`config.mk`:
```
export PLATFORM = sky130hd
export DESIGN_NAME = capture_readout_flat
export DESIGN_NICKNAME = d
export VERILOG_FILES = /design/src/rtl/filter_test_pkg.sv /design/src/rtl/capture_readout_if.sv /design/src/rtl/capture_readout_word_serializer.sv /design/src/rtl/capture_readout.sv /design/src/flat_wrapper.sv
export SDC_FILE = /design/constraint.sdc
export NUM_CORES = 1
export LEC_CHECK = 0
export ABC_AREA = 0
export CAP_MARGIN = 25
export CORE_UTILIZATION = 55
export DETAILED_ROUTE_END_ITERATION = 6
export PLACE_DENSITY = 0.84
export SLEW_MARGIN = 25
export SYNTH_ARGS = -nofsm -noshare
export SYNTH_HDL_FRONTEND = slang
export SYNTH_HIERARCHICAL = 1
export SYNTH_SLANG_ARGS = --single-unit
```
`constraint.sdc`:
```
create_clock -name posClk -period 2.64 [get_ports posClk]
set_input_delay 0.396 -clock posClk [delete_from_list [all_inputs] [get_ports posClk]]
set_output_delay 0.396 -clock posClk [all_outputs]
set_load 0.01 [all_outputs]
```
`src/rtl/filter_test_pkg.sv`:
```
// -----------------------------------------------------------------------------
// filter_test_pkg
// Definitions shared by the filter test harness and the capture RAM readout.
//   - state_t        : readout FSM states
//   - CAP_ADDR_W     : capture RAM address width
//   - CAP_DATA_W     : capture RAM word width (multiple of 8)
//   - CAP_DEPTH      : number of capture RAM words
//   - BYTES_PER_WORD : bytes carried by one capture RAM word
//   - csum_byte()    : byte that brings a running mod-256 sum back to zero
// -----------------------------------------------------------------------------
package filter_test_pkg;

    localparam int CAP_ADDR_W     = 8;
    localparam int CAP_DATA_W     = 32;
    localparam int CAP_DEPTH      = 256;
    localparam int BYTES_PER_WORD = CAP_DATA_W / 8;

    typedef enum logic [2:0] {
        IDLE    = 3'd0,
        RD_REQ  = 3'd1,
        RD_WAIT = 3'd2,
        SEND    = 3'd3,
        CSUM    = 3'd4,
        FIN     = 3'd5
    } state_t;

    // Two's complement of the running sum: adding it to the sum gives 0 mod 256.
    function automatic logic [7:0] csum_byte(input logic [7:0] sum);
        return ~sum + 8'd1;
    endfunction

endpackage

```
`src/rtl/capture_readout_if.sv`:
```
// -----------------------------------------------------------------------------
// capture_readout_if
// Bus bundle between the capture readout and its surroundings: the capture RAM
// read port and the valid/ready byte stream towards the UART transmitter.
//   ramAddr / ramRdEn : read address and read strobe (readout -> RAM)
//   ramQ              : read data (RAM -> readout)
//   txData / txValid  : byte and its valid flag (readout -> transmitter)
//   txReady           : transmitter accepts the byte (transmitter -> readout)
// Modports: master = readout side, slave = RAM/transmitter side.
// -----------------------------------------------------------------------------
interface capture_readout_if #(
    parameter int ADDR_W = 8,
    parameter int DATA_W = 32
) ();

    logic [ADDR_W-1:0] ramAddr;
    logic              ramRdEn;
    logic [DATA_W-1:0] ramQ;
    logic [7:0]        txData;
    logic              txValid;
    logic              txReady;

    modport master (
        output ramAddr,
        output ramRdEn,
        input  ramQ,
        output txData,
        output txValid,
        input  txReady
    );

    modport slave (
        input  ramAddr,
        input  ramRdEn,
        output ramQ,
        input  txData,
        input  txValid,
        output txReady
    );

endinterface

```
`src/rtl/capture_readout_word_serializer.sv`:
```
// -----------------------------------------------------------------------------
// word_serializer
// Splits a DATA_W word into bytes, MSB first, and presents them under a
// valid/ready handshake. A load can also carry a single byte (word MSB byte
// only), which is then the last byte.
// Ports:
//   posClk   : clock, rising edge
//   rst      : asynchronous reset, active low
//   i_load   : load i_word this cycle (takes priority over shifting)
//   i_word   : word to serialize
//   i_single : the loaded word carries only its MSB byte
//   i_ready  : consumer accepts o_data this cycle
//   o_data   : current byte
//   o_valid  : o_data is valid
//   o_last   : current byte is the final one of the loaded word
// -----------------------------------------------------------------------------
module word_serializer #(
    parameter int DATA_W = 32
) (
    input  logic              posClk,
    input  logic              rst,
    input  logic              i_load,
    input  logic [DATA_W-1:0] i_word,
    input  logic              i_single,
    input  logic              i_ready,
    output logic [7:0]        o_data,
    output logic              o_valid,
    output logic              o_last
);

    localparam int BYTES = DATA_W / 8;
    localparam int CNT_W = $clog2(BYTES + 1);

    logic [DATA_W-1:0] r_shift;
    logic [CNT_W-1:0]  r_cnt;
    logic              r_valid;
    logic              r_single;
    logic              w_last;
    logic              w_hs;

    assign w_last  = r_single || (r_cnt == CNT_W'(BYTES - 1));
    assign w_hs    = r_valid && i_ready;
    assign o_data  = r_shift[DATA_W-1 -: 8];
    assign o_valid = r_valid;
    assign o_last  = w_last;

    // Byte stage: load, then shift one byte out per handshake
    always_ff @(posedge posClk or negedge rst) begin
        if (!rst) begin
            r_shift  <= '0;
            r_cnt    <= '0;
            r_valid  <= 1'b0;
            r_single <= 1'b0;
        end else if (i_load) begin
            r_shift  <= i_word;
            r_cnt    <= '0;
            r_valid  <= 1'b1;
            r_single <= i_single;
        end else if (w_hs) begin
            r_shift <= r_shift << 8;
            r_cnt   <= r_cnt + 1'b1;
            if (w_last) begin
                r_valid <= 1'b0;
            end
        end
    end

endmodule

```
`src/rtl/capture_readout.sv`:
```
// -----------------------------------------------------------------------------
// capture_readout
// Reads the whole capture RAM from address 0 on a start pulse and streams every
// word as bytes, MSB first, to the UART transmitter. Only the RAM read port is
// driven here; the harness owns the write port.
// Ports:
//   posClk : clock, rising edge
//   rst    : asynchronous reset, active low
//   start  : begin a frame (only looked at in IDLE)
//   busy   : frame in progress
//   done   : one-cycle pulse when the frame is complete
//   bus    : capture_readout_if.master (RAM read port + byte stream)
// Build option:
//   READOUT_CHECKSUM_EN : append one byte so that all frame bytes sum to 0
//                         mod 256.
// -----------------------------------------------------------------------------
module capture_readout
    import filter_test_pkg::*;
#(
    parameter int ADDR_W = CAP_ADDR_W,
    parameter int DATA_W = CAP_DATA_W,
    parameter int DEPTH  = CAP_DEPTH,
    parameter int RD_LAT = 1
) (
    input  logic                    posClk,
    input  logic                    rst,
    input  logic                    start,
    output logic                    busy,
    output logic                    done,
    capture_readout_if.master       bus
);

    localparam int                WAIT_W    = $clog2(RD_LAT + 1);
    localparam logic [ADDR_W-1:0] LAST_ADDR = ADDR_W'(DEPTH - 1);

    state_t             r_state;
    logic [ADDR_W-1:0]  r_addr;
    logic               r_rden;
    logic [WAIT_W-1:0]  r_wait;
    logic               r_busy;
    logic               r_done;

    logic               w_load_word;
    logic               w_load;
    logic [DATA_W-1:0]  w_word;
    logic               w_single;
    logic [7:0]         w_txData;
    logic               w_txValid;
    logic               w_last;
    logic               w_hs;

    assign w_hs        = w_txValid && bus.txReady;
    // ramQ is valid on the edge that ends the wait count
    assign w_load_word = (r_state == RD_WAIT) && (r_wait == WAIT_W'(1));

`ifdef READOUT_CHECKSUM_EN
    logic [7:0] r_sum;
    logic       w_load_csum;

    // The checksum byte is loaded on the same edge the last data byte is
    // accepted, so the sum must include that byte here.
    assign w_load_csum = (r_state == SEND) && w_hs && w_last && (r_addr == LAST_ADDR);
    assign w_load      = w_load_word || w_load_csum;
    assign w_single    = w_load_csum;
    assign w_word      = w_load_csum ? {csum_byte(r_sum + w_txData), {(DATA_W-8){1'b0}}}
                                     : bus.ramQ;
`else
    assign w_load   = w_load_word;
    assign w_single = 1'b0;
    assign w_word   = bus.ramQ;
`endif

    word_serializer #(
        .DATA_W (DATA_W)
    ) u_word_serializer (
        .posClk   (posClk),
        .rst      (rst),
        .i_load   (w_load),
        .i_word   (w_word),
        .i_single (w_single),
        .i_ready  (bus.txReady),
        .o_data   (w_txData),
        .o_valid  (w_txValid),
        .o_last   (w_last)
    );

    assign bus.ramAddr = r_addr;
    assign bus.ramRdEn = r_rden;
    assign bus.txData  = w_txData;
    assign bus.txValid = w_txValid;
    assign busy        = r_busy;
    assign done        = r_done;

    // Control stage: frame sequencing, RAM address and read strobe
    always_ff @(posedge posClk or negedge rst) begin
        if (!rst) begin
            r_state <= IDLE;
            r_addr  <= '0;
            r_rden  <= 1'b0;
            r_wait  <= '0;
            r_busy  <= 1'b0;
            r_done  <= 1'b0;
`ifdef READOUT_CHECKSUM_EN
            r_sum   <= '0;
`endif
        end else begin
            r_done <= 1'b0;
            case (r_state)
                IDLE: begin
                    if (start) begin
                        r_addr  <= '0;
                        r_busy  <= 1'b1;
                        r_rden  <= 1'b1;
                        r_state <= RD_REQ;
`ifdef READOUT_CHECKSUM_EN
                        r_sum   <= '0;
`endif
                    end
                end

                RD_REQ: begin
                    r_rden  <= 1'b0;
                    r_wait  <= WAIT_W'(RD_LAT);
                    r_state <= RD_WAIT;
                end

                RD_WAIT: begin
                    r_wait <= r_wait - 1'b1;
                    if (r_wait == WAIT_W'(1)) begin
                        r_state <= SEND;
                    end
                end

                SEND: begin
                    if (w_hs) begin
`ifdef READOUT_CHECKSUM_EN
                        r_sum <= r_sum + w_txData;
`endif
                        if (w_last) begin
                            if (r_addr == LAST_ADDR) begin
`ifdef READOUT_CHECKSUM_EN
                                r_state <= CSUM;
`else
                                r_state <= FIN;
                                r_done  <= 1'b1;
                                r_busy  <= 1'b0;
`endif
                            end else begin
                                r_addr  <= r_addr + 1'b1;
                                r_rden  <= 1'b1;
                                r_state <= RD_REQ;
                            end
                        end
                    end
                end

                CSUM: begin
                    if (w_hs) begin
                        r_state <= FIN;
                        r_done  <= 1'b1;
                        r_busy  <= 1'b0;
                    end
                end

                FIN: begin
                    r_state <= IDLE;
                end

                default: begin
                    r_state <= IDLE;
                end
            endcase
        end
    end

endmodule

```
`src/flat_wrapper.sv`:
```
// flat-port wrapper written by rule: the top's interface ports become plain ports
module capture_readout_flat import filter_test_pkg::*;
#(
    parameter int ADDR_W = CAP_ADDR_W,
    parameter int DATA_W = CAP_DATA_W,
    parameter int DEPTH  = CAP_DEPTH,
    parameter int RD_LAT = 1
)
  (posClk, rst, start, busy, done, bus_ramAddr, bus_ramRdEn, bus_ramQ, bus_txData, bus_txValid, bus_txReady);
  capture_readout_if #(.ADDR_W(ADDR_W), .DATA_W(DATA_W)) bus_i ();
  input  logic posClk;
  input  logic rst;
  input  logic start;
  output logic busy;
  output logic done;
  output wire logic [$bits(bus_i.ramAddr)-1:0] bus_ramAddr;
  output wire logic [$bits(bus_i.ramRdEn)-1:0] bus_ramRdEn;
  input wire logic [$bits(bus_i.ramQ)-1:0] bus_ramQ;
  output wire logic [$bits(bus_i.txData)-1:0] bus_txData;
  output wire logic [$bits(bus_i.txValid)-1:0] bus_txValid;
  input wire logic [$bits(bus_i.txReady)-1:0] bus_txReady;
  assign bus_ramAddr = bus_i.ramAddr;
  assign bus_ramRdEn = bus_i.ramRdEn;
  assign bus_i.ramQ = bus_ramQ;
  assign bus_txData = bus_i.txData;
  assign bus_txValid = bus_i.txValid;
  assign bus_i.txReady = bus_txReady;
  capture_readout #(.ADDR_W(ADDR_W), .DATA_W(DATA_W), .DEPTH(DEPTH), .RD_LAT(RD_LAT)) u_core (.posClk(posClk), .rst(rst), .start(start), .busy(busy), .done(done), .bus(bus_i));
endmodule
```
==> flow_summary.toml, run 1 <==
[min_path]
worstHoldPathType = "input pin to async pin"

[placement]
gp_congestion = 0.850
dp.cells = 390
portBuffers = 55
post_dp_cell_area_mm2 = 0.00335
dpl.hpwl_mm = 3.79

[final_layout]
final_cells = 398
fin_area_mm2 = 0.00344
area_growth_pct = 20.0
seqCellArea_mm2 = 0.00130
final_common_cell = "clkdlybuf4s50_1"
nets = 369
fill_cells = 385
final_cell_mix = "54 x clkdlybuf4s50_1, 52 x dfrtp_1, 42 x nand2_1"
diodes = 0
multi_input_area_mm2 = 0.00129
layout-drive-gt1-share_pct = 8.16

[timing]
final_hold_viol_count = 0
fin_hold_ws_ns = 0.0556
period_share_pct = 72.4
tns_ns = 0
clock_skew_ns = 0.00805
grt_setup_unrepaired = "no"
fmax_mhz = 523
setup_viol = 0
slew_violations = 0
min_period_ns = 1.91

[synth]
yosysWarnings = 6
netlist_area_mm2 = 0.00286
synth_top_family_by_area = "simple AND/OR/NAND/NOR gates"
synth_simple_gate_area_share_pct = 24.8
syn_area_per_cell_um2 = 9.74
yosysSeqAreaShare_pct = 45.4
async_reset_ff_share_pct = 100
synth_compound_area_share_pct = 17.5
synthMuxAreaShare_pct = 1.09
synth_top_area_share_pct = 45.4
netlist_top_cells_area = "dfrtp_1 45%, nand4b_1 7.3%, nand2_1 5.5%, nand2b_1 5.5%, o211ai_1 4.5%"
ys_types = 46
synth-xor-area-share_pct = 0
syn_inst = 294
synth_area_leader_cell = "dfrtp_1"
ys.flop_type = "dfrtp_1"
synth_edf_count = 0
synthAdderAreaFrac_pct = 1.31
ys_ff_latch = 52
synth_nets = 333

[pwr]
p_switching_mw = 0.303
p_seq_share_pct = 59.6
pwr-share-clk_pct = 33.6
p_sw_share_pct = 22.5
internal-power_mw = 1.04
p_leak_nw = 1.34
power_frac_comb_pct = 6.8
power_density_mw_per_mm2 = 392
vdd_ir_drop_max_uv = 261

[global_route]
grt_antenna_before_repair = 0
grt_usage_pct = 22.7
grt_pass1_vias = 2014
grt_max_degree = 94
grt_first_pass_wirelength_mm = 9.58
globalRouteOverflowTotal = 0

[die]
fp.dieH_um = 74.2
rows = 25
die-area_mm2 = 0.00550
io_pins = 56
die_w_um = 74.2
core_mm2 = 0.00488
initial_utilization_pct = 58.7

[clock_tree]
clockBufferDepth = 2
postCtsResizedCells = 0
cts_sinks = 52
cts_setup_buffers = 0
ctsHoldBuffers = 0
clkLatencyLatePin_ns = 0.31
cts_made_buffers = 5
cts.clk_slew.worst_paths_ns = 0.09
cts_root_buffer = "clkbuf_8"
cts_tree = "done"
htree_levels = 2

[route]
finalWirelength_mm = 5.74
drtIter0Drc = 186
drt-pass1-iter-count = 4
dr_total_vias = 2263
drc = 0
detail-route-antenna-nets = 0
wl_per_cell_um = 14.4
viasPerCell = 5.69

[critical_path]
critical_path_class = "flip-flop to flip-flop"
crit_fanout = 7
end_kind = "flip-flop"
crit_required_ns = 2.82
cp-start-kind = "flip-flop"
worstPathArrival_ns = 2.09

[flow_run]
cap_violations = 0

[run_status]
status = "completed"
## power by group through the flow
stage | registers, mW | logic, mW | clock network [mW]
2_1_floorplan | 0.818 | 0.0119 | 0
3_3_place_gp | 0.817 | 0.0918 | 0
3_5_place_dp | 0.817 | 0.0923 | 0
4_1_cts | 0.802 | 0.0927 | 0.465
5_1_grt | 0.803 | 0.0996 | 0.490
6_report | 0.802 | 0.0911 | 0.453
## through the flow
step / util, % / total power, mW / setup slack (ns)
5_1_grt: 70.4 / 1.39 / 0.637
6_report: 70.4 / 1.35 / 0.728
2_1_floorplan: - / 0.830 / 0.927
4_1_cts: 70.4 / 1.36 / 0.761
3_5_place_dp: 68.6 / 0.910 / 0.691
3_3_place_gp: 68.6 / 0.909 / 0.714
## kinds of logic after synthesis
group                    after synthesis
AND/OR/NAND/NOR                      122
AO/OA/AOI/OAI                         66
flip-flops                            52
multiplexers                           3
buffers and inverters                 47
other                                  1
adder cells (fa/ha/maj)                3
## worst max-delay path, cell delays in order, from the launching register on
cell	delay [ns]
dfrtp_1	0.40
ha_1	0.21
ha_1	0.18
or2_2	0.32
nand3_1	0.23
nor2_1	0.15
a31oi_1	0.19
o21ai_0	0.11
## state kept, by name (all words and copies together) (netlist names)
register and count:
u_core/u_word_serializer/r_cnt 3, u_core/u_word_serializer/r_single 1, u_core/bus.ramAddr 8, u_core/bus.ramRdEn 1, u_core/busy 1, u_core/u_word_serializer/r_shift 32, u_core/u_word_serializer/o_valid 1, u_core/r_wait 1
u_core/done 1, u_core/r_state 3
## worst paths after layout
kind	start	to	slack [ns]	cells after the start
max in group asynchronous	rst	u_core/u_word_serializer/r_cnt[1]	2.35	2
min in group posClk	u_core/bus.ramRdEn	u_core/bus.ramRdEn	0.54	1
worst min-delay path	rst	u_core/bus.ramAddr[4]	0.06	2
worst min register to register	u_core/bus.ramRdEn	u_core/bus.ramRdEn	0.54	1
worst max-delay path	u_core/u_word_serializer/r_cnt[0]	u_core/bus.ramAddr[2]	0.73	7
worst max register to register	u_core/u_word_serializer/r_cnt[0]	u_core/bus.ramAddr[2]	0.73	7
## metal layers
metal,global-route usage (%),vias up,part of all wire [%]
met4,8.12,0,1.4
met3,3.39,6,4.8
met5,0,-,0
met2,33.7,64,46
li1,-,1113,-
met1,33.8,1080,47
## Yosys cell counts, drive strengths merged, types with 2 or more instances
cell type  instances
or2                2
nor4               2
nand4b            24
o21ai             15
a211oi             2
o211ai            17
inv               15
nand2b            25
a21oi             10
a31oi              6
nor3               2
and3               2
a21bo              2
nand2             42
nand3b             3
clkbuf             4
mux2i              2
dfrtp             52
buf               28
nor2               7
nand3              7
o311ai             8
ha                 3
## final cells by class
class                           count  share of cell area, %
Clock buffer                        6                   2.11
Multi-Input combinational cell    195                   37.5
Timing Repair Buffer               61                   17.9
Tap cell                           67                   2.44
Clock inverter                      2                  0.473
Inverter                           15                   1.64
Sequential cell                    52                   37.9
Note: power is estimated with default switching activity, not from simulation.
==> run 2, diff against run 1 <==
--- a/config.mk
+++ b/config.mk
@@ -7,9 +7,9 @@
 export LEC_CHECK = 0
 export ABC_AREA = 0
 export CAP_MARGIN = 25
-export CORE_UTILIZATION = 55
+export CORE_UTILIZATION = 47
 export DETAILED_ROUTE_END_ITERATION = 6
-export PLACE_DENSITY = 0.84
+export PLACE_DENSITY = 0.76
 export SLEW_MARGIN = 25
 export SYNTH_ARGS = -nofsm -noshare
 export SYNTH_HDL_FRONTEND = slang
==> constraint.sdc (replaced) <==
create_clock -name posClk -period 1.7 [get_ports posClk]
set_input_delay 0.255 -clock posClk [delete_from_list [all_inputs] [get_ports posClk]]
set_output_delay 0.255 -clock posClk [all_outputs]
set_load 0.01 [all_outputs]
==> run 2 against run 1 <==
The flow now finishes with violations (negative setup slack). Sequential share of layout area is 1.7 points lower. Routed wire length is 3.1% higher. Clock-buffer cell count stayed put. Total power is 53% higher. Via count is 0.40% higher. Combinational power is 62% higher. Die area is 17% higher. Clock power is 47% higher. Critical path type unchanged. Largest cell class is now multi-input gates.
==> flow_summary.toml, run 2 (synthesis results as in run 1) <==
[final_layout]
diodes = 0
area_growth_pct = 25.7
multi_input_area_mm2 = 0.00134
seqCellArea_mm2 = 0.00130
final_cells = 419
final_common_cell = "clkdlybuf4s50_1"
fill_cells = 496
largest_reg_flops = 32
nets = 383
layout-drive-gt1-share_pct = 12.5
final_cell_mix = "54 x clkdlybuf4s50_1, 52 x dfrtp_1, 42 x nand2_1"
top_register = "u_core/u_word_serializer/r_shift"

[clock_tree]
htree_levels = 2
cts.clk_slew.worst_paths_ns = 0.09
cts_tree = "done"
cts_sinks = 52
cts_made_buffers = 5
clkLatencyLatePin_ns = 0.31
clockBufferDepth = 2
cts_root_buffer = "clkbuf_8"

[route]
drc = 0
dr_total_vias = 2272
finalWirelength_mm = 5.92
detail-route-antenna-nets = 0
wl_per_cell_um = 14.1
drt-pass1-iter-count = 5
viasPerCell = 5.42
drtIter0Drc = 199

[critical_path]
cpMostUsedCell = "or2_4"
cp_cell_sequence = "ha_2 > ha_4 > or2_4 > nand3_4 > or2_4 > a21oi_4 > mux2i_1"
crit_required_ns = 1.93
setup.worst_path.start = "u_core/u_word_serializer/r_cnt[0]"
worstPathArrival_ns = 1.96
r2r_end = "u_core/bus.ramAddr[1]"
cp-start-kind = "flip-flop"
crit_fanout = 7
end_kind = "flip-flop"
slowest_delay_ns = 0.36
critical_path_class = "flip-flop to flip-flop"
cpMaxStageDelayCell = "dfrtp_1"
r2r_slack_ns = -0.03
r2r-start = "u_core/u_word_serializer/r_cnt[0]"
worst-r2r-cell-count = 7

[run_status]
violations = "negative setup slack"
status = "finished with violations"

[pwr]
vdd_ir_drop_max_uv = 324
power_density_mw_per_mm2 = 572
p_leak_nw = 1.42

[global_route]
grt_usage_pct = 19.2
grt_antenna_before_repair = 0
grt_pass1_vias = 2115
grt_max_degree = 62
grt_first_pass_wirelength_mm = 9.56
globalRouteOverflowTotal = 0

[timing]
setup_viol = 1
final_hold_viol_count = 0
grt_setup_unrepaired = "yes"
clock_skew_ns = 0.0139
min_period_ns = 1.73
tns_ns = -0.0280
period_share_pct = 102
worst_slack_ns = -0.0280
slew_violations = 0
fmax_mhz = 579

[die]
fp.dieH_um = 80.1
die-area_mm2 = 0.00641
rows = 28
io_pins = 56
core_mm2 = 0.00589
initial_utilization_pct = 48.7
die_w_um = 80.1

[placement]
dpl.hpwl_mm = 3.92
dp.cells = 408
gp_congestion = 0.887
portBuffers = 55

[min_path]
worstHoldPathType = "input pin to async pin"

[flow_run]
cap_violations = 0
## run 2: changes by cell type in the layout (fill, tap and decap cells not counted), sizes merged
cell,delta
buf,+13
clkinvlp,-1
dlygate4sd3,+1
## run 2: area by class of cell
type	count	share of cell area (%)
Clock buffer	6	2.02
Clock inverter	1	0.139
Inverter	15	1.56
Multi-Input combinational cell	195	37.1
Sequential cell	52	36.1
Tap cell	75	2.61
Timing Repair Buffer	75	20.4
## run 2: through the flow
step	worst slack, ns	util [%]	hold slack [ns]	area [um2]	power, mW
after floorplan	0.0590	-	-0.0406	2870	1.29
after global placement	-0.0520	58.6	0.217	3450	1.41
after detailed placement	-0.0856	58.6	0.219	3450	1.42
after CTS	0.00770	60.3	0.420	3550	2.08
after global routing	-0.103	61.2	0.461	3600	2.15
final	-0.0280	61.2	0.425	3600	2.06
## run 2: critical path, delay by kind of cell, from the launching register on
kind | cells | cell delay, ns
AO/OA/AOI/OAI | 1 | 0.25
AND/OR/NAND/NOR | 3 | 0.50
adder cells (fa/ha/maj) | 2 | 0.31
multiplexers | 1 | 0.22
flip-flops | 1 | 0.36
## run 2: worst max-delay path by stage
stage	cells after the start	slack, ns	end
floorplan	7	0.06	u_core/bus.ramRdEn
CTS	7	0.008	u_core/bus.ramAddr[1]
global placement	4	-0.05	u_core/bus.ramAddr[1]
detailed placement	4	-0.09	u_core/bus.ramAddr[1]
global route	7	-0.10	u_core/bus.ramAddr[1]
finish	7	-0.03	u_core/bus.ramAddr[1]
## run 2: timing repair
item                                   4_1_cts  5_1_grt
endpoints found under the hold margin       17        0
setup endpoints to repair                    8       10
setup buffers                                0        3
hold buffers                                 1        0
pin swaps                                    1        6
gates resized for setup                      2        5
## run 2: routing by layer
layer  wire length [um]  part of all wire (%)  global-route usage (%)  vias to the layer above
met4                 57                  0.96                    5.54                        0
met3                287                   4.8                    3.98                        5
met1               2820                    48                    26.8                     1076
met5                  0                     0                       0                        -
met2               2760                    47                    30.1                       62
li1                   -                     -                       -                     1129
## run 2: power by group
group / internal, mW / switching (mW) / total (mW) / leakage [nW]
Combinational: 0.0883 / 0.0599 / 0.148 / 0.839
Clock: 0.281 / 0.385 / 0.666 / 0.0410
Sequential: 1.24 / 0.00501 / 1.24 / 0.537
Total: 1.61 / 0.450 / 2.06 / 1.42
==> run 3, diff against run 2 <==
--- a/config.mk
+++ b/config.mk
@@ -7,10 +7,12 @@
 export LEC_CHECK = 0
 export ABC_AREA = 0
 export CAP_MARGIN = 25
+export CORE_ASPECT_RATIO = 1.4
 export CORE_UTILIZATION = 47
 export DETAILED_ROUTE_END_ITERATION = 6
+export HOLD_SLACK_MARGIN = 0.06
 export PLACE_DENSITY = 0.76
-export SLEW_MARGIN = 25
+export SLEW_MARGIN = 0
 export SYNTH_ARGS = -nofsm -noshare
 export SYNTH_HDL_FRONTEND = slang
 export SYNTH_HIERARCHICAL = 1
==> run 3 against run 2 <==
The flow still finishes with violations (negative setup slack). Combinational power barely moved. Sequential power hardly changed. Clock power up 9.5%. Hold slack improved by 0.0098 ns. Cell count down 1.7%. Critical path type unchanged. Highest routed layer unchanged.
==> flow_summary.toml, run 3 (synthesis results as in run 1) <==
[run_status]
status = "finished with violations"
violations = "negative setup slack"

[clock_tree]
cts_tree = "done"
clkLatencyLatePin_ns = 0.30
cts_sinks = 52
htree_levels = 2
cts.clk_slew.worst_paths_ns = 0.10
cts_made_buffers = 5
clockBufferDepth = 2
cts_root_buffer = "clkbuf_8"

[pwr]
p_leak_nw = 1.39
p_sw_share_pct = 21.9
p_switching_mw = 0.465
power_frac_comb_pct = 7.1
power_density_mw_per_mm2 = 592
vdd_ir_drop_max_uv = 445
p_seq_share_pct = 58.6
pwr-share-clk_pct = 34.3
internal-power_mw = 1.66

[timing]
grt_setup_unrepaired = "yes"
tns_ns = -0.00149
slew_violations = 0
period_share_pct = 100
clock_skew_ns = 0.00668
worst_slack_ns = -0.00149
fmax_mhz = 588
final_hold_viol_count = 0
min_period_ns = 1.70
fin_hold_ws_ns = 0.435
setup_viol = 1

[final_layout]
largest_reg_flops = 32
final_common_cell = "clkdlybuf4s50_1"
final_cell_mix = "54 x clkdlybuf4s50_1, 50 x dfrtp_1, 42 x nand2_1"
area_growth_pct = 25.4
nets = 380
layout-drive-gt1-share_pct = 12.9
diodes = 0
top_register = "u_core/u_word_serializer/r_shift"

[global_route]
grt_usage_pct = 19.5
top_usage_layer = "met2"
globalRouteOverflowTotal = 0
grt_use_met2_pct = 32.0
grt_pass1_vias = 2190
grt_max_degree = 62
grtUsageMet3_pct = 4.35
use_met1_pct = 25.3
grt_antenna_before_repair = 0
grt_first_pass_wirelength_mm = 9.68

[route]
finalWirelength_mm = 5.79
viasPerCell = 5.54
wl_per_cell_um = 14.1
drtIter0Drc = 156
drt-pass1-iter-count = 4
detail-route-antenna-nets = 0
drc = 0
dr_total_vias = 2284

[critical_path]
critical_path_class = "flip-flop to flip-flop"
path_delay_family = "simple AND/OR/NAND/NOR gates"
end_kind = "flip-flop"
r2r_slack_ns = -0.001
cp_cell_sequence = "ha_4 > ha_4 > or2_4 > nand3_4 > or2_4 > a21oi_4 > mux2i_1"
cpMaxStageDelayCell = "dfrtp_1"
crit_fanout = 7
worst-r2r-cell-count = 7
crit_buf_inv = 0
r2r-start = "u_core/u_word_serializer/r_cnt[1]"
worstPathArrival_ns = 1.93
crit_required_ns = 1.93
cp-start-kind = "flip-flop"
slowest_delay_ns = 0.41
r2r_end = "u_core/bus.ramAddr[1]"

[placement]
dpl_worst_slack_ns = -0.0787
portBuffers = 55
gp_congestion = 0.835
dpl.hpwl_mm = 3.92

[flow_run]
cap_violations = 0

[die]
rows = 33
fp.dieH_um = 94.4
core_mm2 = 0.00586
initial_utilization_pct = 48.8
die_w_um = 68.0
io_pins = 56
die-area_mm2 = 0.00641

[min_path]
worstHoldPathType = "input pin to async pin"
run 3: cell count changes in the layout (fill, tap and decap cells not counted), sizes merged:
cell,before,now
clkinvlp,0,2
buf,20,17
clkinv,1,0
run 3: stage by stage:
stage                     cells  util, %  power [mW]  instance area [um2]
after floorplan             294        -        1.29                 2870
after global placement      402     58.6        1.42                 3440
after detailed placement    402     58.6        1.42                 3440
after CTS                   411     60.6        2.15                 3550
after global routing        412     61.2        2.22                 3590
final                       412     61.2        2.13                 3590
run 3: metal layers:
| layer | routed length (um) | vias up |
|---|---|---|
| met5 | 0 | - |
| met4 | 27 | 0 |
| met3 | 201 | 2 |
| met2 | 2950 | 53 |
| met1 | 2610 | 1105 |
| li1 | - | 1124 |
run 3: timing repair:
item | 4_1_cts | 5_1_grt
pin swaps | 0 | 8
setup endpoints to repair | 3 | 11
resized for setup | 2 | 7
hold endpoints to repair | 18 | 0
hold buffers | 1 | 0
buffers inserted | 0 | 1
run 3: worst register-to-register path: stages (launching register included):
cell	delay [ns]
dfrtp_1	0.41
ha_4	0.16
ha_4	0.12
or2_4	0.12
nand3_4	0.09
or2_4	0.28
a21oi_4	0.23
mux2i_1	0.22
run 3: worst max path at each step:
stage	start	end	cells past startpoint
detailed placement	start	u_core/bus.ramAddr[1]	4
global placement	start	u_core/bus.ramAddr[1]	4
global route	u_core/u_word_serializer/r_cnt[1]	u_core/bus.ramAddr[1]	7
finish	u_core/u_word_serializer/r_cnt[1]	u_core/bus.ramAddr[1]	7
floorplan	u_core/u_word_serializer/r_cnt[0]	u_core/bus.ramRdEn	7
CTS	u_core/u_word_serializer/r_cnt[0]	u_core/bus.ramAddr[1]	7
run 3: power by group through the flow:
stage | logic, mW | registers [mW] | clock network, mW
2_1_floorplan | 0.0185 | 1.27 | 0
6_report | 0.151 | 1.24 | 0.729
3_3_place_gp | 0.150 | 1.27 | 0
4_1_cts | 0.155 | 1.24 | 0.756
5_1_grt | 0.166 | 1.25 | 0.813
3_5_place_dp | 0.152 | 1.27 | 0
run 3: layout make-up:
type / instances / area, um2
clock buffers: 6 / 82.6
well taps: 70 / 87.6
inverters: 15 / 56.3
repair buffers: 72 / 713
clock inverters: 2 / 15.0
fillers: 512 / 2270
multi-input cells: 195 / 1330
flip-flops and latches: 52 / 1300
